[src/rtl/unit_a_depth_accumulator_if.sv]
// rtl/unit_a_depth_accumulator_if.sv - partial-sum input and biased-result output bundle
interface unit_a_depth_accumulator_if #(
    parameter int DATA_WIDTH        = 32,
    parameter int ADDRESS_SIZE_BIAS = 7
);
    logic [DATA_WIDTH-1:0]        acc_data_in;
    logic                         acc_valid_in;
    logic [DATA_WIDTH-1:0]        acc_data_out;
    logic                         acc_valid_out;
    logic [ADDRESS_SIZE_BIAS-1:0] filter_index;
    logic                         layer_done;

    modport master (
        output acc_data_in,
        output acc_valid_in,
        input  acc_data_out,
        input  acc_valid_out,
        input  filter_index,
        input  layer_done
    );

    modport slave (
        input  acc_data_in,
        input  acc_valid_in,
        output acc_data_out,
        output acc_valid_out,
        output filter_index,
        output layer_done
    );
endinterface

[src/rtl/unit_a_depth_accumulator.sv]
// rtl/unit_a_depth_accumulator.sv - depth accumulator with per-filter bias and optional ReLU
module unit_a_depth_accumulator #(
    parameter int DATA_WIDTH        = 32,
    parameter int IFM_DEPTH         = 16,
    parameter int NUMBER_OF_FILTERS = 120,
    parameter int RELU_ENABLE       = 1,
    parameter int ADDRESS_SIZE_BIAS = $clog2(NUMBER_OF_FILTERS)
) (
    input  logic                         clk,
    input  logic                         reset,
    input  logic [DATA_WIDTH-1:0]        riscv_data,
    input  logic                         bias_write_enable,
    input  logic [ADDRESS_SIZE_BIAS-1:0] bias_address,
    input  logic                         clear,
    unit_a_depth_accumulator_if.slave    acc_if
);

    localparam int DEPTH_W = (IFM_DEPTH > 1) ? $clog2(IFM_DEPTH) : 1;
    localparam logic [DEPTH_W-1:0]           LAST_DEPTH  = DEPTH_W'(IFM_DEPTH - 1);
    localparam logic [ADDRESS_SIZE_BIAS-1:0] LAST_FILTER = ADDRESS_SIZE_BIAS'(NUMBER_OF_FILTERS - 1);

    typedef enum logic {IDLE, ACCUM} state_t;

    state_t                       state_q, state_d;
    logic [DEPTH_W-1:0]           depth_cnt_q, depth_cnt_d;
    logic [ADDRESS_SIZE_BIAS-1:0] filter_cnt_q, filter_cnt_d;
    logic [DATA_WIDTH-1:0]        accum_q, accum_d;
    logic [DATA_WIDTH-1:0]        acc_data_out_q, acc_data_out_d;
    logic                         acc_valid_out_q, acc_valid_out_d;
    logic                         layer_done_q, layer_done_d;

    logic [DATA_WIDTH-1:0]        bias_q [NUMBER_OF_FILTERS];

    logic [ADDRESS_SIZE_BIAS-1:0] filter_next;
    logic [ADDRESS_SIZE_BIAS-1:0] cur_filter;
    logic [DEPTH_W-1:0]           depth_now;
    logic [DATA_WIDTH-1:0]        accum_base;
    logic [DATA_WIDTH-1:0]        partial;
    logic [DATA_WIDTH-1:0]        sum;
    logic                         is_last;

    // Bias storage survives reset and clear; out-of-range writes are dropped.
    always_ff @(posedge clk) begin
        if (bias_write_enable && (32'(bias_address) < NUMBER_OF_FILTERS)) begin
            bias_q[bias_address] <= riscv_data;
        end
    end

    // The filter counter steps during the output pulse, so a back-to-back
    // completion in that cycle must already see the next filter's bias.
    always_comb begin
        filter_next = (filter_cnt_q == LAST_FILTER) ? '0 : filter_cnt_q + 1'b1;
        cur_filter  = acc_valid_out_q ? filter_next : filter_cnt_q;
        depth_now   = (state_q == ACCUM) ? depth_cnt_q : '0;
        accum_base  = (state_q == ACCUM) ? accum_q : '0;
        partial     = accum_base + acc_if.acc_data_in;
        sum         = partial + bias_q[cur_filter];
        is_last     = (depth_now == LAST_DEPTH);
    end

    always_comb begin
        state_d         = state_q;
        depth_cnt_d     = depth_cnt_q;
        filter_cnt_d    = cur_filter;
        accum_d         = accum_q;
        acc_data_out_d  = acc_data_out_q;
        acc_valid_out_d = 1'b0;
        layer_done_d    = 1'b0;

        if (clear) begin
            state_d      = IDLE;
            depth_cnt_d  = '0;
            filter_cnt_d = '0;
            accum_d      = '0;
        end else if (acc_if.acc_valid_in) begin
            if (is_last) begin
                state_d         = IDLE;
                depth_cnt_d     = '0;
                accum_d         = '0;
                acc_data_out_d  = ((RELU_ENABLE != 0) && sum[DATA_WIDTH-1]) ? '0 : sum;
                acc_valid_out_d = 1'b1;
                layer_done_d    = (cur_filter == LAST_FILTER);
            end else begin
                state_d     = ACCUM;
                depth_cnt_d = depth_now + 1'b1;
                accum_d     = partial;
            end
        end
    end

    always_ff @(posedge clk or negedge reset) begin
        if (!reset) begin
            state_q         <= IDLE;
            depth_cnt_q     <= '0;
            filter_cnt_q    <= '0;
            accum_q         <= '0;
            acc_data_out_q  <= '0;
            acc_valid_out_q <= 1'b0;
            layer_done_q    <= 1'b0;
        end else begin
            state_q         <= state_d;
            depth_cnt_q     <= depth_cnt_d;
            filter_cnt_q    <= filter_cnt_d;
            accum_q         <= accum_d;
            acc_data_out_q  <= acc_data_out_d;
            acc_valid_out_q <= acc_valid_out_d;
            layer_done_q    <= layer_done_d;
        end
    end

    assign acc_if.acc_data_out  = acc_data_out_q;
    assign acc_if.acc_valid_out = acc_valid_out_q;
    assign acc_if.filter_index  = filter_cnt_q;
    assign acc_if.layer_done    = layer_done_q;

endmodule

[src/flat_wrapper.sv]
// flat-port wrapper written by rule: the top's interface ports become plain ports
module unit_a_depth_accumulator_flat 
#(
    parameter int DATA_WIDTH        = 32,
    parameter int IFM_DEPTH         = 16,
    parameter int NUMBER_OF_FILTERS = 120,
    parameter int RELU_ENABLE       = 1,
    parameter int ADDRESS_SIZE_BIAS = $clog2(NUMBER_OF_FILTERS)
)
  (clk, reset, riscv_data, bias_write_enable, bias_address, clear, acc_if_acc_data_in, acc_if_acc_valid_in, acc_if_acc_data_out, acc_if_acc_valid_out, acc_if_filter_index, acc_if_layer_done);
  unit_a_depth_accumulator_if #(.DATA_WIDTH(DATA_WIDTH), .ADDRESS_SIZE_BIAS(ADDRESS_SIZE_BIAS)) acc_if_i ();
  input  logic clk;
  input  logic reset;
  input  logic [DATA_WIDTH-1:0] riscv_data;
  input  logic bias_write_enable;
  input  logic [ADDRESS_SIZE_BIAS-1:0] bias_address;
  input  logic clear;
  input wire logic [$bits(acc_if_i.acc_data_in)-1:0] acc_if_acc_data_in;
  input wire logic [$bits(acc_if_i.acc_valid_in)-1:0] acc_if_acc_valid_in;
  output wire logic [$bits(acc_if_i.acc_data_out)-1:0] acc_if_acc_data_out;
  output wire logic [$bits(acc_if_i.acc_valid_out)-1:0] acc_if_acc_valid_out;
  output wire logic [$bits(acc_if_i.filter_index)-1:0] acc_if_filter_index;
  output wire logic [$bits(acc_if_i.layer_done)-1:0] acc_if_layer_done;
  assign acc_if_i.acc_data_in = acc_if_acc_data_in;
  assign acc_if_i.acc_valid_in = acc_if_acc_valid_in;
  assign acc_if_acc_data_out = acc_if_i.acc_data_out;
  assign acc_if_acc_valid_out = acc_if_i.acc_valid_out;
  assign acc_if_filter_index = acc_if_i.filter_index;
  assign acc_if_layer_done = acc_if_i.layer_done;
  unit_a_depth_accumulator #(.DATA_WIDTH(DATA_WIDTH), .IFM_DEPTH(IFM_DEPTH), .NUMBER_OF_FILTERS(NUMBER_OF_FILTERS), .RELU_ENABLE(RELU_ENABLE), .ADDRESS_SIZE_BIAS(ADDRESS_SIZE_BIAS)) u_core (.clk(clk), .reset(reset), .riscv_data(riscv_data), .bias_write_enable(bias_write_enable), .bias_address(bias_address), .clear(clear), .acc_if(acc_if_i));
endmodule
[config.mk]
export PLATFORM = sky130hd
export DESIGN_NAME = unit_a_depth_accumulator_flat
export DESIGN_NICKNAME = d
export VERILOG_FILES = /design/src/rtl/unit_a_depth_accumulator_if.sv /design/src/rtl/unit_a_depth_accumulator.sv /design/src/flat_wrapper.sv
export SDC_FILE = /design/constraint.sdc
export NUM_CORES = 2
export LEC_CHECK = 0
export BUFFER_PORTS_ARGS = -buffer_cell sky130_fd_sc_hd__clkbuf_2
export CAP_MARGIN = 10
export CORE_MARGIN = 10
export CORE_UTILIZATION = 40
export CTS_BUF_LIST = sky130_fd_sc_hd__clkbuf_16
export CTS_CLUSTER_SIZE = 30
export DETAILED_ROUTE_END_ITERATION = 16
export SETUP_SLACK_MARGIN = 0.05
export SLEW_MARGIN = 10
export SYNTH_ARGS = -nofsm -noshare
export SYNTH_HDL_FRONTEND = slang
export SYNTH_SLANG_ARGS = --single-unit
[constraint.sdc]
create_clock -name clk -period 17.4 [get_ports clk]
set_input_delay 1.74 -clock clk [delete_from_list [all_inputs] [get_ports clk]]
set_output_delay 1.74 -clock clk [all_outputs]
set_load 0.05 [all_outputs]
### After elaboration in Yosys (flattened, before gate mapping)

Memories as Yosys holds them, arrays and structs flattened.
Index checks and enable logic that the tools add are counted.

| operators by class | value |
|---|---|
| magnitude comparators | 1 |
| add/sub/neg operators | 4 |
| reduce and logical (&&, ||, !) cells | 3 |
| mux-type cells | 23 |
| bitwise logic cells | 1 |
| equal/unequal tests | 3 |

Operators by type and width:

| kind | number |
|---|---|
| $mux W32 | 4 |
| $add A32 B32 Y32 | 2 |
| $mux W31 | 1 |
| $mux W7 | 3 |
| $mux W4 | 4 |
| $eq A7 B7 Y1 const B | 2 |
| $mux W1 | 11 |
| $add A7 B1 Y7 const B | 1 |
| $lt A7 B7 Y1 const B | 1 |
| $add A4 B1 Y4 const B | 1 |
| $eq A4 B4 Y1 const B | 1 |
| $reduce_and A3 Y1 | 1 |
| $reduce_bool A2 Y1 | 1 |
| $logic_and A1 B1 Y1 | 1 |
| $not A1 Y1 | 1 |

| storage, ports and cells | value |
|---|---|
| logic and storage cells | 43 |
| memory bits (writable) | 3840 |
| register bits | 78 |
| memories kept | 1 |

Memories:

| memory | words | width | rd ports | clocked after memory_dff | wr ports | RTL line | source |
|---|---|---|---|---|---|---|---|
| u_core.bias_q | 120 | 32 | 1 | 0 | 1 | unit_a_depth_accumulator.sv:32 | `logic [DATA_WIDTH-1:0] bias_q [NUMBER_OF_FILTERS];` |

### Depth between registers and ports, before layout

| logic depth | value |
|---|---|
| depth after elaboration | 7 |
| mapped depth | 30 |
| depth with buffers taken out | 25 |

### Worst setup path before layout

OpenSTA, ideal clock, no wires.

| timing path | value |
|---|---|
| path kind | input-to-reg |
| from | input port acc_if_acc_data_in[0] |
| to | register u_core.acc_data_out_q[10], in the netlist u_core.acc_if.acc_data_out[10] |
| data required time | 17333 ps |
| stages on the path | 24 |
| setup time | 67 ps |
| setup slack | 10603 ps |
| buffers on the path | 1 |
| data arrival time | 6730 ps |
| path through | ha_1 > fa_1 > a21o_1 > a21oi_1 > o21ai_0 > and4_1 > o21ai_0 > a21boi_0 > o31a_1 > o31a_1 > or4b_2 > nand3_1 > ha_1 > and3_1 > nand4_1 > a21oi_1 > a31oi_1 > o311ai_0 > a21oi_1 > o21ai_0 > xor3_1 > nor2_2 > buf_4 > a22o_1 |

| between the ends | value |
|---|---|
| word-level cells in the longest chain between the ends | 3 |

Ends and longest elaborated chain:

| item | RTL line | source |
|---|---|---|
| start, declared | flat_wrapper.sv:18 | `input wire logic [$bits(acc_if_i.acc_data_in)-1:0] acc_if_acc_data_in;` |
| $add A32 B32 Y32 | unit_a_depth_accumulator.sv:56 | `partial = accum_base + acc_if.acc_data_in;` |
| $add A32 B32 Y32 | unit_a_depth_accumulator.sv:57 | `sum = partial + bias_q[cur_filter];` |
| $mux W31 | unit_a_depth_accumulator.sv:80 | `acc_data_out_d = ((RELU_ENABLE != 0) && sum[DATA_WIDTH-1]) ? '0 : sum;` |
| end signal, assigned | unit_a_depth_accumulator.sv:105 | `acc_data_out_q <= acc_data_out_d;` |
| end, declared | unit_a_depth_accumulator.sv:28 | `logic [DATA_WIDTH-1:0] acc_data_out_q, acc_data_out_d;` |

No other way between the ends.
A chain may end at the register's enable or synchronous reset.

### Worst setup path in the final report

| timing path | value |
|---|---|
| from | register u_core.filter_cnt_q[0], in the netlist u_core.acc_if.filter_index[0] |
| to | register u_core.acc_data_out_q[7], in the netlist u_core.acc_if.acc_data_out[7] |

| between the ends | value |
|---|---|
| word-level cells in the longest chain between the ends | 6 |

Ends and longest elaborated chain:

| item | RTL line | source |
|---|---|---|
| start, declared | unit_a_depth_accumulator.sv:26 | `logic [ADDRESS_SIZE_BIAS-1:0] filter_cnt_q, filter_cnt_d;` |
| start signal, assigned | unit_a_depth_accumulator.sv:103 | `filter_cnt_q <= filter_cnt_d;` |
| $add A7 B1 Y7 / $eq A7 B7 Y1 (equally long branches) | unit_a_depth_accumulator.sv:52 | `filter_next = (filter_cnt_q == LAST_FILTER) ? '0 : filter_cnt_q + 1'b1;` |
| $mux W7 | unit_a_depth_accumulator.sv:52 |  |
| $mux W7 * | unit_a_depth_accumulator.sv:53 | `cur_filter = acc_valid_out_q ? filter_next : filter_cnt_q;` |
| $mem_v2 Z120 W32 * | - |  |
| $add A32 B32 Y32 * | unit_a_depth_accumulator.sv:57 |  |
| $mux W31 * | unit_a_depth_accumulator.sv:80 |  |

Mark *: on every way between the ends. The rest lies on a longest branch, timed or not.

==> run_results.csv <==
group,metric,value,unit
detailed_routing,drc,0,
cts,ctsRootBufferMaster,"clkbuf_16",
power_and_ir_drop,power_density,110,mW/mm2
final_layout,drive_gt1_share,19.6,%
grt,grt_max_degree,169,
detailed_routing,post_drt_wl_per_cell,32.5,um
power_and_ir_drop,vdd_drop_max,0.0000834,V
detailed_routing,ant_nets,0,
placement,place_area,0.160,mm2
die,coreArea,0.379,mm2
timing,timing.max_slew.rel_slack,6.64,%
timing,fin_skew,0.0485,ns
final_layout,n_fill_cell,31900,
cts,cts_setup_buffers,0,
yosys,ys_types,81,
timing,slew_violations,0,
die,dieArea,0.406,mm2
die,io-pin-count,117,
yosys,async_reset_ff_share,1.97,%
worst_hold_path,hold_end,"u_core.accum_q[29]",
grt,first_global_vias,85400,
timing,fin_ws,7.08,ns
final_layout,instances_no_fill,13800,
placement,dp_slack,7.33,ns
critical_path,r2r_cells,25,
yosys,synthFlopType,"edfxtp_1",
yosys,ys_ff_latch,3917,
critical_path,ff2ff_setup_slack,7.08,ns
cts,cts-resized-gates,0,
detailed_routing,vias,86900,
worst_hold_path,hold_path_class,"reg2reg",
detailed_routing,drt-total-wl,447000,um
critical_path,worst-path-max-fanout,53,
final_layout,post-route-util,45.5,%
yosys,yosys_warnings,0,
detailed_routing,viasPerCell,6.32,
yosys,syn_avg_cell_area,18.6,um2
critical_path,crit_required,18.22,ns
final_layout,final_nets,8552,
grt,overflow,0,
placement,port_buffers,115,
cts,cts.sinks,3917,
yosys,syn_nets,8363,
outcome,outcome,"finished, final reports clean",
timing,period_share,59.3,%
timing,hold_viol,0,
detailed_routing,drt_iter0_drc,11700,
yosys,synth_top_area_cell,"edfxtp_1",
yosys,syn-cell-area,0.153,mm2
yosys,synth_area_leaders,"edfxtp_1 (76%), mux4_2 (7.0%), a221oi_1 (2.7%), dfrtp_1 (1.3%), o221ai_1 (1.1%)",
yosys,syn_inst,8221,
placement,dp.cells,13000,
power_and_ir_drop,power.leakage,53.0,nW
yosys,synth_edf_count,3840,
timing,setup_viol,0,
critical_path,crit_path_end_kind,"flop",
placement,dp_hpwl,243000,um
die,start_util,40.2,%
timing,tns,0,ns
die,die_w,638,um
worst_hold_path,hold_path_startpoint,"u_core.accum_q[29]",
flow_run,maxCapViolations,0,
critical_path,crit_arrival,11.14,ns
timing,worst_pin_slew,1.39,ns
grt,grt_pass1_wl,632000,um
timing,hold_slack,0.499,ns
yosys,synth_top_area_share,75.6,%
worst_hold_path,hold_path_depth,1,
die,rows,226,
final_layout,syn_to_final_growth,13.2,%
critical_path,start_kind,"flop",
critical_path,reg2reg_from,"u_core.acc_if.filter_index[0]",
die,die_y,638,um
grt,grt_usage,21.1,%
yosys,seq_area_frac_synth,76.9,%
critical_path,r2r-end,"u_core.acc_if.acc_data_out[7]",
cts,worstSkewPairLatency,0.94,ns
detailed_routing,first_pass_iters,6,
final_layout,fin_area,0.173,mm2
timing,fmax,0.0969,GHz
cts,hold_buffers,0,
timing,finalCriticalPeriod,10.32,ns
cts,cts_tree,"built",
grt,grt_antenna_before_repair,32,
placement,place_congestion,0.840,
cts,clk_pin_slew_worst_paths,0.06,ns
timing,rsz0062_at_grt,"false",
cts,numCtsBuffers,389,
cts,h-tree-depth,5,
critical_path,critPathKind,"reg2reg",
cts,clockBufferDepth,4,
power_and_ir_drop,p_total,18.9,mW
[layout make-up]
cell class,count,area [um2],share of cell area [%]
inverter,18,67.6,0.0391
antenna,12,30.0,0.0174
clock inverter,314,2370,1.37
clock buffer,396,9910,5.74
timing repair buffer,396,3040,1.76
tap,5016,6280,3.63
multi-input combinational,3688,33700,19.5
sequential,3917,117000,67.9
[cell usage after synthesis (64+ instances only)]
cell type / count
nor4_1: 120
o221ai_1: 195
o221a_2: 118
o21ai_0: 211
a21oi_1: 131
nor2_1: 387
mux4_2: 471
buf_2: 144
o31ai_1: 66
nand3_1: 145
o22ai_1: 170
ha_1: 64
a221oi_1: 478
a22oi_1: 124
edfxtp_1: 3840
clkbuf_1: 354
nor3_1: 286
nand2_1: 110
dfrtp_1: 77
[layer usage]
metal  wire (um)  vias up  global-route usage, %
met4       20800        4                   8.67
met1      176000    45700                   28.8
met2      210000     4810                   33.8
met5          26        -                      0
met3       39700      825                   3.51
li1            -    35600                      -
[report_power, final]
part	total (mW)	leakage (nW)	switching (mW)	internal, mW
combinational	0.373	11.1	0.294	0.0791
sequential	10.4	35.6	0.0128	10.4
clock	8.15	6.33	3.54	4.62
[logic make-up (layout without fill, tap and decap cells)]
| family | after synthesis | after routing | share of synthesized area [%] |
|---|---|---|---|
| xor+xnor | 55 | 55 | 0.336 |
| buf+inv | 616 | 1124 | 1.78 |
| simple gates | 1159 | 1159 | 3.61 |
| mux | 493 | 493 | 7.10 |
| other cells | 1 | 13 | 0.00246 |
| flops | 3917 | 3917 | 76.9 |
| compound gates | 1914 | 1914 | 9.76 |
| fa+ha+maj | 66 | 66 | 0.551 |
[placed cells by master, fill, tap and decap left out, drive strengths merged, types with 32 or more instances in the layout]
cell	count
a2111oi	53
a21o	32
a21oi	134
a221oi	478
a22o	62
a22oi	125
a31oi	52
and2	39
buf	311
bufinv	33
clkbuf	481
clkinv	176
dfrtp	77
edfxtp	3840
ha	64
inv	107
mux4	471
nand2	110
nand3	145
nor2	388
nor3	286
nor4	120
o211ai	53
o21ai	215
o221a	118
o221ai	195
o22ai	170
o311ai	42
o31ai	66
xnor2	34
[critical path, cell delays in order, from the launching register on]
cell	delay, ns
dfrtp_1	0.83
ha_1	0.43
mux2i_1	0.56
a21oi_4	0.31
nand2_4	0.59
buf_4	0.66
buf_4	0.74
a221oi_1	0.10
nor3_1	0.29
o21ai_0	0.13
and3_1	0.26
a311oi_1	0.86
a31oi_1	0.43
o211ai_1	0.39
ha_1	0.29
nor3_1	0.08
nor2_1	0.25
o2111ai_1	0.24
a21oi_1	0.20
a31oi_1	0.08
o311ai_0	0.45
a21oi_1	0.18
o21ai_0	0.19
xor3_1	0.44
nor2_2	0.87
a32o_1	0.29
[flip-flops by register name, summed over array words and instances (netlist names)]
| signal | cells |
|---|---|
| u_core.accum_q | 32 |
| u_core.depth_cnt_q | 4 |
| u_core.state_q | 1 |
| u_core.acc_if.layer_done | 1 |
| u_core.acc_if.acc_valid_out | 1 |
| u_core.bias_q | 3840 |
| u_core.acc_if.filter_index | 7 |
| u_core.acc_if.acc_data_out | 31 |
[how the worst max path moves through the flow]
stage	startpoint	end	slack (ns)	cells after the start
after floorplan	acc_if_acc_data_in[0]	u_core.acc_if.acc_data_out[10]	10.60	24
after global placement	u_core.acc_if.filter_index[0]	u_core.acc_if.acc_data_out[19]	7.50	24
after detailed placement	u_core.acc_if.filter_index[0]	u_core.acc_if.acc_data_out[7]	7.33	26
after CTS	u_core.acc_if.filter_index[0]	u_core.acc_if.acc_data_out[7]	7.21	24
after global routing	u_core.acc_if.filter_index[0]	u_core.acc_if.acc_data_out[22]	6.31	25
final	u_core.acc_if.filter_index[0]	u_core.acc_if.acc_data_out[7]	7.08	25
No activity file was read; power rests on OpenSTA's default activity.
